`src/rtl/toy_mem_pkg.sv`:
```
// Shared types and constants for the TOY data-memory request path.
// Holds the op_kind encoding, default widths and the request FSM states.
package toy_mem_pkg;

    localparam int ADDR_W_DEF = 12;
    localparam int DATA_W_DEF = 16;

    localparam logic [1:0] OP_LD_DIR = 2'b00;
    localparam logic [1:0] OP_LD_IND = 2'b01;
    localparam logic [1:0] OP_ST_DIR = 2'b10;
    localparam logic [1:0] OP_ST_IND = 2'b11;

    typedef enum logic [1:0] {
        ST_IDLE      = 2'd0,
        ST_ISSUE     = 2'd1,
        ST_WAIT_RSP  = 2'd2,
        ST_WRITEBACK = 2'd3
    } req_state_e;

    function automatic logic op_is_store(input logic [1:0] kind);
        return kind[1];
    endfunction

    function automatic logic op_is_indirect(input logic [1:0] kind);
        return kind[0];
    endfunction

endpackage

```
`src/rtl/mem_timeout_ctr.sv`:
```
// Load-response timeout counter: counts enabled cycles since the last clear.
// expired_o is high during the TIMEOUT-th enabled cycle (count == TIMEOUT-1).
module mem_timeout_ctr #(
    parameter int TIMEOUT = 15
) (
    input  logic clk_i,
    input  logic reset_i,
    input  logic clr_i,
    input  logic en_i,
    output logic expired_o
);
    localparam int CW = $clog2(TIMEOUT + 1);
    localparam logic [CW-1:0] LAST = CW'(TIMEOUT - 1);
    localparam logic [CW-1:0] CMAX = CW'(TIMEOUT);

    logic [CW-1:0] count_q, count_d;

    always_comb begin
        count_d = count_q;
        if (clr_i) begin
            count_d = '0;
        end else if (en_i && (count_q != CMAX)) begin
            count_d = count_q + 1'b1;
        end
    end

    always_ff @(posedge clk_i) begin
        if (reset_i) begin
            count_q <= '0;
        end else begin
            count_q <= count_d;
        end
    end

    assign expired_o = (count_q == LAST);

endmodule

```
`src/rtl/mem_request_master.sv`:
```
// Initiator for the TOY data memory: takes one load/store op, issues a valid/ready request,
// waits (bounded by TIMEOUT) for load data and strobes it back to the register file.
module mem_request_master
    import toy_mem_pkg::*;
#(
    parameter int ADDR_W  = ADDR_W_DEF,
    parameter int DATA_W  = DATA_W_DEF,
    parameter int TIMEOUT = 15
) (
    input  logic              clk,
    input  logic              reset,
    input  logic              op_valid,
    output logic              op_ready,
    input  logic [1:0]        op_kind,
    input  logic [ADDR_W-1:0] op_imm,
    input  logic [DATA_W-1:0] op_areg,
    input  logic [DATA_W-1:0] op_wdata,
    input  logic [3:0]        op_dst,
    output logic              mem_req_valid,
    input  logic              mem_req_ready,
    output logic              mem_req_we,
    output logic [ADDR_W-1:0] mem_req_addr,
    output logic [DATA_W-1:0] mem_req_wdata,
    input  logic              mem_rsp_valid,
    input  logic [DATA_W-1:0] mem_rsp_rdata,
    output logic              wb_valid,
    output logic [3:0]        wb_dst,
    output logic [DATA_W-1:0] wb_data,
    output logic              busy,
    output logic              err_timeout
);
    req_state_e        state_q, state_d;
    logic              we_q, we_d;
    logic [ADDR_W-1:0] addr_q, addr_d;
    logic [DATA_W-1:0] wdata_q, wdata_d;
    logic [3:0]        dst_q, dst_d;
    logic [DATA_W-1:0] rdata_q, rdata_d;
    logic              err_q, err_d;
    logic              expired;

    // Only the low ADDR_W bits of A form an address.
    logic unused_areg_hi;
    assign unused_areg_hi = ^op_areg[DATA_W-1:ADDR_W];

    mem_timeout_ctr #(
        .TIMEOUT (TIMEOUT)
    ) u_timeout (
        .clk_i     (clk),
        .reset_i   (reset),
        .clr_i     (state_q != ST_WAIT_RSP),
        .en_i      (state_q == ST_WAIT_RSP),
        .expired_o (expired)
    );

    always_comb begin
        state_d = state_q;
        we_d    = we_q;
        addr_d  = addr_q;
        wdata_d = wdata_q;
        dst_d   = dst_q;
        rdata_d = rdata_q;
        err_d   = err_q;
        unique case (state_q)
            ST_IDLE: begin
                if (op_valid) begin
                    state_d = ST_ISSUE;
                    we_d    = op_is_store(op_kind);
                    addr_d  = op_is_indirect(op_kind) ? op_areg[ADDR_W-1:0] : op_imm;
                    wdata_d = op_is_store(op_kind) ? op_wdata : '0;
                    dst_d   = op_dst;
                    err_d   = 1'b0;
                end
            end
            ST_ISSUE: begin
                if (mem_req_ready) begin
                    state_d = we_q ? ST_IDLE : ST_WAIT_RSP;
                end
            end
            ST_WAIT_RSP: begin
                // A response in the final allowed cycle beats the timeout.
                if (mem_rsp_valid) begin
                    rdata_d = mem_rsp_rdata;
                    state_d = ST_WRITEBACK;
                end else if (expired) begin
                    err_d   = 1'b1;
                    state_d = ST_IDLE;
                end
            end
            ST_WRITEBACK: begin
                state_d = ST_IDLE;
            end
            default: begin
                state_d = ST_IDLE;
            end
        endcase
    end

    always_ff @(posedge clk) begin
        if (reset) begin
            state_q <= ST_IDLE;
            we_q    <= 1'b0;
            addr_q  <= '0;
            wdata_q <= '0;
            dst_q   <= '0;
            rdata_q <= '0;
            err_q   <= 1'b0;
        end else begin
            state_q <= state_d;
            we_q    <= we_d;
            addr_q  <= addr_d;
            wdata_q <= wdata_d;
            dst_q   <= dst_d;
            rdata_q <= rdata_d;
            err_q   <= err_d;
        end
    end

    assign op_ready      = (state_q == ST_IDLE);
    assign busy          = (state_q != ST_IDLE);
    assign mem_req_valid = (state_q == ST_ISSUE);
    assign mem_req_we    = we_q;
    assign mem_req_addr  = addr_q;
    assign mem_req_wdata = wdata_q;
    assign wb_valid      = (state_q == ST_WRITEBACK);
    assign wb_dst        = dst_q;
    assign wb_data       = rdata_q;
    assign err_timeout   = err_q;

endmodule

```
`config.mk`:
```
export PLATFORM = sky130hd
export DESIGN_NAME = mem_request_master
export DESIGN_NICKNAME = d
export VERILOG_FILES = /design/src/rtl/toy_mem_pkg.sv /design/src/rtl/mem_timeout_ctr.sv /design/src/rtl/mem_request_master.sv
export SDC_FILE = /design/constraint.sdc
export NUM_CORES = 1
export LEC_CHECK = 0
export ABC_CLOCK_PERIOD_IN_PS = 1600
export BUFFER_PORTS_ARGS = -buffer_cell sky130_fd_sc_hd__buf_4
export CORE_UTILIZATION = 44
export DETAILED_ROUTE_END_ITERATION = 10
export GPL_ROUTABILITY_DRIVEN = 0
export MAX_ROUTING_LAYER = met4
export PLACE_DENSITY = 0.75
export SETUP_SLACK_MARGIN = 0.2
export SYNTH_ARGS = -nofsm -noshare
export SYNTH_HDL_FRONTEND = slang
export SYNTH_HIERARCHICAL = 1
export SYNTH_SLANG_ARGS = --single-unit
```
`constraint.sdc`:
```
create_clock -name clk -period 1.6 [get_ports clk]
set_input_delay 0.08 -clock clk [delete_from_list [all_inputs] [get_ports clk]]
set_output_delay 0.08 -clock clk [all_outputs]
set_load 0.005 [all_outputs]
```
==> results of run 1 <==
[layout make-up]
cell class	instances	area (um^2)
fillers	459	1647
multi-input cells	183	1041
well taps	70	87.58
clock buffers	6	72.57
repair buffers	132	1046
clock inverters	2	35.03
inverters	6	22.52
flip-flops and latches	56	1124
[layer usage]
layer  track usage (%)  wire length (um)  vias up
met3             5.691               407        9
met1             23.06              2539     1022
met5                 -                 0        -
li1                  -                 -     1135
met2             30.43              2840       81
met4             7.966                99        0
[cell families (layout without fill, tap and decap cells)]
kind of cell,count (synthesis),after routing
adder cells (fa/ha/maj),2,2
AO/OA/AOI/OAI,60,60
buffers and inverters,26,146
AND/OR/NAND/NOR,109,109
multiplexers,12,12
flip-flops,56,56
[worst max path at each step]
stage,slack [ns],depth (start not counted),endpoint,from
floorplan,0.25,5,u_timeout/count_q[3],state_q[0]
global placement,0.24,3,wb_dst[3],state_q[1]
detailed placement,0.22,3,mem_req_wdata[3],state_q[1]
CTS,0.21,3,mem_req_wdata[3],state_q[1]
global route,0.19,6,mem_req_wdata[3],state_q[0]
finish,0.27,6,mem_req_wdata[3],state_q[0]
[cells in the final DEF (no fill, tap or decap), types with 4 or more instances in the layout]
| cell | count |
|---|---|
| sky130_fd_sc_hd__a211oi_1 | 5 |
| sky130_fd_sc_hd__a211oi_2 | 8 |
| sky130_fd_sc_hd__a21oi_1 | 41 |
| sky130_fd_sc_hd__buf_4 | 127 |
| sky130_fd_sc_hd__clkbuf_8 | 5 |
| sky130_fd_sc_hd__dfxtp_1 | 54 |
| sky130_fd_sc_hd__inv_1 | 6 |
| sky130_fd_sc_hd__mux2i_1 | 12 |
| sky130_fd_sc_hd__nand2_1 | 59 |
| sky130_fd_sc_hd__nand2b_1 | 4 |
| sky130_fd_sc_hd__nand3_1 | 18 |
| sky130_fd_sc_hd__nor2_1 | 15 |
[power breakdown]
part           switching, mW  internal [mW]
clock                  0.445          0.465
sequential            0.0356           1.46
combinational          0.256          0.330
[flip-flops by register name, summed over array words and instances (netlist names)]
| signal | count |
|---|---|
| wb_data | 16 |
| mem_req_wdata | 16 |
| mem_req_addr | 12 |
| state_q | 2 |
| u_timeout/count_q | 4 |
| wb_dst | 4 |
| err_timeout | 1 |
| mem_req_we | 1 |
[timing repair]
item                       4_1_cts  5_1_grt
setup endpoints to repair        0       33
buffers inserted                 0        2
resized for setup                0        6
[through the flow]
step	utilization [%]	hold WS [ns]	power, mW	instances
2_1_floorplan	-	0.1489	1.797	265
3_3_place_gp	63.61	0.3272	2.054	442
3_5_place_dp	63.61	0.3366	2.063	442
4_1_cts	65.73	0.004650	2.960	450
5_1_grt	67.55	0.004108	3.121	455
6_report	67.55	0.007745	2.996	455
[worst max-delay path, cell delays in order, from the launching register on]
cell	delay (ns)
sky130_fd_sc_hd__dfxtp_1	0.33
sky130_fd_sc_hd__buf_4	0.16
sky130_fd_sc_hd__nor3b_4	0.22
sky130_fd_sc_hd__buf_6	0.15
sky130_fd_sc_hd__buf_12	0.13
sky130_fd_sc_hd__nand3_1	0.09
sky130_fd_sc_hd__a21oi_1	0.17
==> run summary, run 1 <==
STATUS
----------------------------------------------------------------------------------
Run status                                                            complete, no violations

SYNTH
----------------------------------------------------------------------------------
Post-synthesis simple-gate area fraction                                    21.47%
Portion of netlist area occupied by mux cells                               5.192%
Fraction of post-synthesis cell area in the top cell type by area           48.46%
Area of the mapped netlist                                               2313 um^2
Fraction of synthesized cell area in xor and xnor cells                         0%
Share of flip-flops with an asynchronous set or reset                           0%
Cells taking the most area after synthesis                            sky130_fd_sc_hd__dfxtp_1 48%, sky130_fd_sc_hd__nand2_1 9.6%, sky130_fd_sc_hd__a21oi_1 8.9%
Syn_nets                                                                       338
Total of warnings raised by yosys                                                6
Most common cell in the synthesized netlist                           sky130_fd_sc_hd__nand2_1
Post-synthesis register bit count                                               56
Largest family of logic cells by synthesized area                     simple AND/OR/NAND/NOR gates
Complex-gate fraction of the synthesized area                               16.82%
Primary FF master, synth                                              sky130_fd_sc_hd__dfxtp_1
Synth Instances                                                                265
Area share of fa/ha/maj cells after synthesis                               1.082%
Number of enable-type register cells in the synthesized netlist                  0
Library cell with the largest summed area after synthesis             sky130_fd_sc_hd__dfxtp_1
Top cells by instance count after synthesis                           59 x sky130_fd_sc_hd__nand2_1, 56 x sky130_fd_sc_hd__dfxtp_1, 41 x sky130_fd_sc_hd__a21oi_1
Sequential element share of the synthesized area                            48.46%
Count of distinct cell types in the synthesized netlist                         33
Synthesized area per cell                                               8.730 um^2

ROUTING
----------------------------------------------------------------------------------
Detailed-router iteration count before antenna repair                            4
DR iter-0 viols                                                                 64
Routed len/inst                                                           12.94 um
Post-DRT Antenna Nets                                                            0
Residual DRC                                                                     0
Total vias in the final route                                                 2247
Total routed wirelength                                                    5887 um
Routed via count divided by cell count                                       4.938

CELLS AND AREA
----------------------------------------------------------------------------------
Ratio of cells with drive above 1 in the final layout                       40.00%
Post-layout instance area                                                3428 um^2
Number of antenna diodes                                                         0
Post-layout nets                                                               457
Signed area change from the synthesized netlist to the final layout         48.19%

GLOBAL ROUTE
----------------------------------------------------------------------------------
First-pass GRT wire length                                                 7990 um
Pin count of the biggest net entering global routing                            57
Via count of the first global-routing pass                                    1795
Overall global routing resource usage                                       19.35%
Antenna violations before repair                                                 0
Global-route congestion overflow total                                           0

WORST SETUP PATH
----------------------------------------------------------------------------------
Required time at the worst-slack endpoint                                  1.83 ns
Largest fanout on the critical path                                             12
Worst reg2reg setup slack                                                  0.27 ns
Reg-to-reg critical path endpoint                                     mem_req_wdata[3]
Crit Path Class                                                         reg -> reg
Worst setup SP type                                                           flop
Type of destination of the critical path                                      flop
Worst Path Arrival                                                         1.56 ns
Startpoint of the worst register-to-register path                       state_q[0]
Worst R2R Path Depth                                                             6

FLOW RUN
----------------------------------------------------------------------------------
Max-Cap Viols                                                                    0

CLOCK NETWORK
----------------------------------------------------------------------------------
CTS Buffer Depth                                                                 2
Clock latency on the worst-skew pair                                       0.30 ns
Depth of the CTS H-tree                                                          2
Clk sink count                                                                  56
Post-CTS Hold Fix Bufs                                                           0
Clock root cell                                                       sky130_fd_sc_hd__clkbuf_8
CTS tree                                                                      done
Number of CTS-inserted buffers                                                   5
Reg clk slew, reported paths                                               0.10 ns

TIMING
----------------------------------------------------------------------------------
Measured slew at the worst slew-check pin                                0.6415 ns
Final setup violating endpoints                                                  0
Final Hold Violating Endpoints                                                   0
Post-route clock skew                                                  0.003512 ns
Fin crit share                                                              82.93%
Maximum frequency from static timing analysis                            753.7 MHz
Sum of negative setup slack                                                   0 ns
Headroom to the max-slew limit                                              57.23%
RSZ-0062 raised after global routing                                          true
Max-slew violation count                                                         0
Final WS setup                                                           0.2732 ns
Shortest period the worst path allows                                     1.327 ns

POWER
----------------------------------------------------------------------------------
IR drop worst, VDD                                                       0.4356 mV
Leakage dissipation                                                       1.509 nW
Total power per unit cell area                                        873.9 nW/um^2

WORST HOLD PATH
----------------------------------------------------------------------------------
Hold path startpoint                                                  mem_rsp_rdata[9]
Classification of the worst-slack hold path                              in -> reg
Hold Path Depth                                                                  3
Hold endpoint                                                           wb_data[9]

PLACE
----------------------------------------------------------------------------------
Placed cell areas                                                        3228 um^2
Post-detail-place hpwl                                                     3848 um
Buffers on Ports                                                               120
Placement Setup Slack                                                    0.2210 ns

DIE
----------------------------------------------------------------------------------
Die outline area                                                         5552 um^2
Die span in x                                                             74.51 um
IO Count                                                                       125
Total core area                                                          5075 um^2
Die height                                                                74.51 um
Starting utilization of the core area                                       45.59%
Floorplan row count                                                             26

No activity file was read; power rests on OpenSTA's default activity.
==> inputs of run 2 (changes only) <==
Settings changed: ABC_CLOCK_PERIOD_IN_PS 1600 to 1300.
Clock period 1.6 ns to 1.3 ns, I/O delays scaled along.
==> run 2 against run 1 <==
  * Sequential power increased by 24%
  * Sequential cell count did not move
  * Largest power group unchanged
  * Clock-buffer cell count rose by 1
  * Cell count grew 5.5%
  * Fmax rose by 5.9%
==> run summary, run 2 (synthesis gave the netlist of run 1 again) <==
POWER
----------------------------------------------------------------------------------
Relative contribution of combinational cells to total power                  21.9%
Leakage dissipation                                                       1.668 nW
IR drop worst, VDD                                                       0.6073 mV
Total power per unit cell area                                        1003 nW/um^2
Part of the power in registers                                               47.2%
Power consumption                                                         3.930 mW
Int Power                                                                 2.977 mW
Net switching share of the total power                                      24.26%
Clock network fraction of design power                                       30.9%
Sw power                                                                 0.9536 mW

WORST HOLD PATH
----------------------------------------------------------------------------------
Hold endpoint                                                            wb_dst[0]
Hold Path Depth                                                                  3
Classification of the worst-slack hold path                              in -> reg
Hold path startpoint                                                     op_dst[0]

WORST SETUP PATH
----------------------------------------------------------------------------------
Reg-to-reg critical path endpoint                                     u_timeout/count_q[1]
Worst R2R Path Depth                                                             5
Worst reg2reg setup slack                                                  0.05 ns
Required time at the worst-slack endpoint                                  1.50 ns
Worst setup SP type                                                           flop
Crit Path Class                                                         reg -> reg
Type of destination of the critical path                                      flop
Worst Path Arrival                                                         1.45 ns
Largest fanout on the critical path                                              5
Startpoint of the worst register-to-register path                     u_timeout/count_q[0]

STATUS
----------------------------------------------------------------------------------
Run status                                                            complete, no violations

CLOCK NETWORK
----------------------------------------------------------------------------------
Number of CTS-inserted buffers                                                   5
Reg clk slew, reported paths                                               0.09 ns
Depth of the CTS H-tree                                                          2
CTS Buffer Depth                                                                 2
Clock root cell                                                       sky130_fd_sc_hd__clkbuf_8
CTS tree                                                                      done
Clock latency on the worst-skew pair                                       0.31 ns
Clk sink count                                                                  56

CELLS AND AREA
----------------------------------------------------------------------------------
Commonest non-fill, non-tap cell in the layout                        sky130_fd_sc_hd__buf_4
Fillers                                                                        379
Most used cells in the layout excluding fill and tap cells            127 x sky130_fd_sc_hd__buf_4, 59 x sky130_fd_sc_hd__nand2_1, 52 x sky130_fd_sc_hd__dfxtp_1
Post-layout instance area                                                3920 um^2
Post-layout nets                                                               482
Share of the core filled with cells                                         77.24%
Signed area change from the synthesized netlist to the final layout         69.44%
Number of antenna diodes                                                         0
Ratio of cells with drive above 1 in the final layout                       48.54%

DIE
----------------------------------------------------------------------------------
Floorplan row count                                                             26
Total core area                                                          5075 um^2
Starting utilization of the core area                                       45.59%
Die span in x                                                             74.51 um
IO Count                                                                       125
Die height                                                                74.51 um
Die outline area                                                         5552 um^2

PLACE
----------------------------------------------------------------------------------
Buffers on Ports                                                               120
Post-detail-place hpwl                                                     4042 um
Placed cell areas                                                        3376 um^2

ROUTING
----------------------------------------------------------------------------------
Total vias in the final route                                                 2385
DR iter-0 viols                                                                 75
Routed via count divided by cell count                                       4.969
Post-DRT Antenna Nets                                                            0
Residual DRC                                                                     0
Routed len/inst                                                           13.26 um
Detailed-router iteration count before antenna repair                            4
Total routed wirelength                                                    6366 um

TIMING
----------------------------------------------------------------------------------
Final Hold Violating Endpoints                                                   0
Headroom to the max-slew limit                                              73.80%
Measured slew at the worst slew-check pin                                0.3930 ns
Max-slew violation count                                                         0
Post-route clock skew                                                  0.008327 ns
Final setup violating endpoints                                                  0
Fin crit share                                                              96.34%
Shortest period the worst path allows                                     1.252 ns
Maximum frequency from static timing analysis                            798.5 MHz
Worst slack on hold paths                                              0.006259 ns
RSZ-0062 raised after global routing                                          true
Sum of negative setup slack                                                   0 ns

GLOBAL ROUTE
----------------------------------------------------------------------------------
Overall global routing resource usage                                       22.25%
Antenna violations before repair                                                 0
First-pass GRT wire length                                                 9239 um
Pin count of the biggest net entering global routing                            31
Global-route congestion overflow total                                           0
Via count of the first global-routing pass                                    2155

FLOW RUN
----------------------------------------------------------------------------------
Max-Cap Viols                                                                    0

## run 2: critical path: stages, from the launching register on
cell and delay, ns:
sky130_fd_sc_hd__dfxtp_2 0.34, sky130_fd_sc_hd__buf_4 0.12, sky130_fd_sc_hd__ha_4 0.15, sky130_fd_sc_hd__and3_1 0.20
sky130_fd_sc_hd__nor2_1 0.07, sky130_fd_sc_hd__a2111oi_2 0.27
## run 2: layout make-up
type,count,area [um^2],share of cell area (%)
Multi-Input combinational cell,183,1214,30.96
Inverter,6,25.02,0.6384
Timing Repair Buffer,157,1334,34.02
Tap cell,70,87.58,2.234
Sequential cell,56,1134,28.92
Clock buffer,7,96.34,2.458
Clock inverter,1,30.03,0.7660
## run 2: stage by stage
step	instances	worst slack, ns
2_1_floorplan	265	0.05376
3_3_place_gp	445	0.03776
3_5_place_dp	445	-0.001672
4_1_cts	475	0.09549
5_1_grt	480	-0.03200
6_report	480	0.04762
## run 2: layer usage
| metal | share of wire [%] | vias to the layer above | GRT usage (%) | wire, um |
|---|---|---|---|---|
| li1 | - | 1183 | - | - |
| met1 | 43 | 1119 | 25.40 | 2708 |
| met2 | 52 | 74 | 38.94 | 3292 |
| met3 | 4.5 | 9 | 4.607 | 289 |
| met4 | 1.2 | 0 | 6.709 | 76 |
| met5 | 0 | - | - | 0 |
## run 2: power by group through the flow
stage / logic [mW] / registers, mW / clock network (mW)
6_report: 0.861 / 1.86 / 1.21
5_1_grt: 0.928 / 1.87 / 1.31
4_1_cts: 0.797 / 1.85 / 1.26
3_5_place_dp: 0.702 / 1.89 / 0
3_3_place_gp: 0.689 / 1.89 / 0
2_1_floorplan: 0.351 / 1.89 / 0
## run 2: what timing repair did
action | 4_1_cts | 5_1_grt
hold endpoints to repair | 18 | 0
setup endpoints to repair | 58 | 60
cloned | 1 | 2
buffers inserted | 3 | 3
pin swaps | 5 | 13
hold buffers | 18 | 0
gates resized for setup | 18 | 19
## run 2: worst max-delay path by stage
stage | from | endpoint | slack (ns) | depth (start not counted)
3_5_place_dp | state_q[1] | u_timeout/count_q[3] | -0.002 | 4
2_1_floorplan | state_q[1] | mem_req_addr[10] | 0.05 | 5
6_report | u_timeout/count_q[0] | u_timeout/count_q[1] | 0.05 | 5
4_1_cts | state_q[0] | mem_req_addr[1] | 0.1 | 5
3_3_place_gp | state_q[1] | u_timeout/count_q[3] | 0.04 | 4
5_1_grt | u_timeout/count_q[0] | u_timeout/count_q[1] | -0.03 | 5
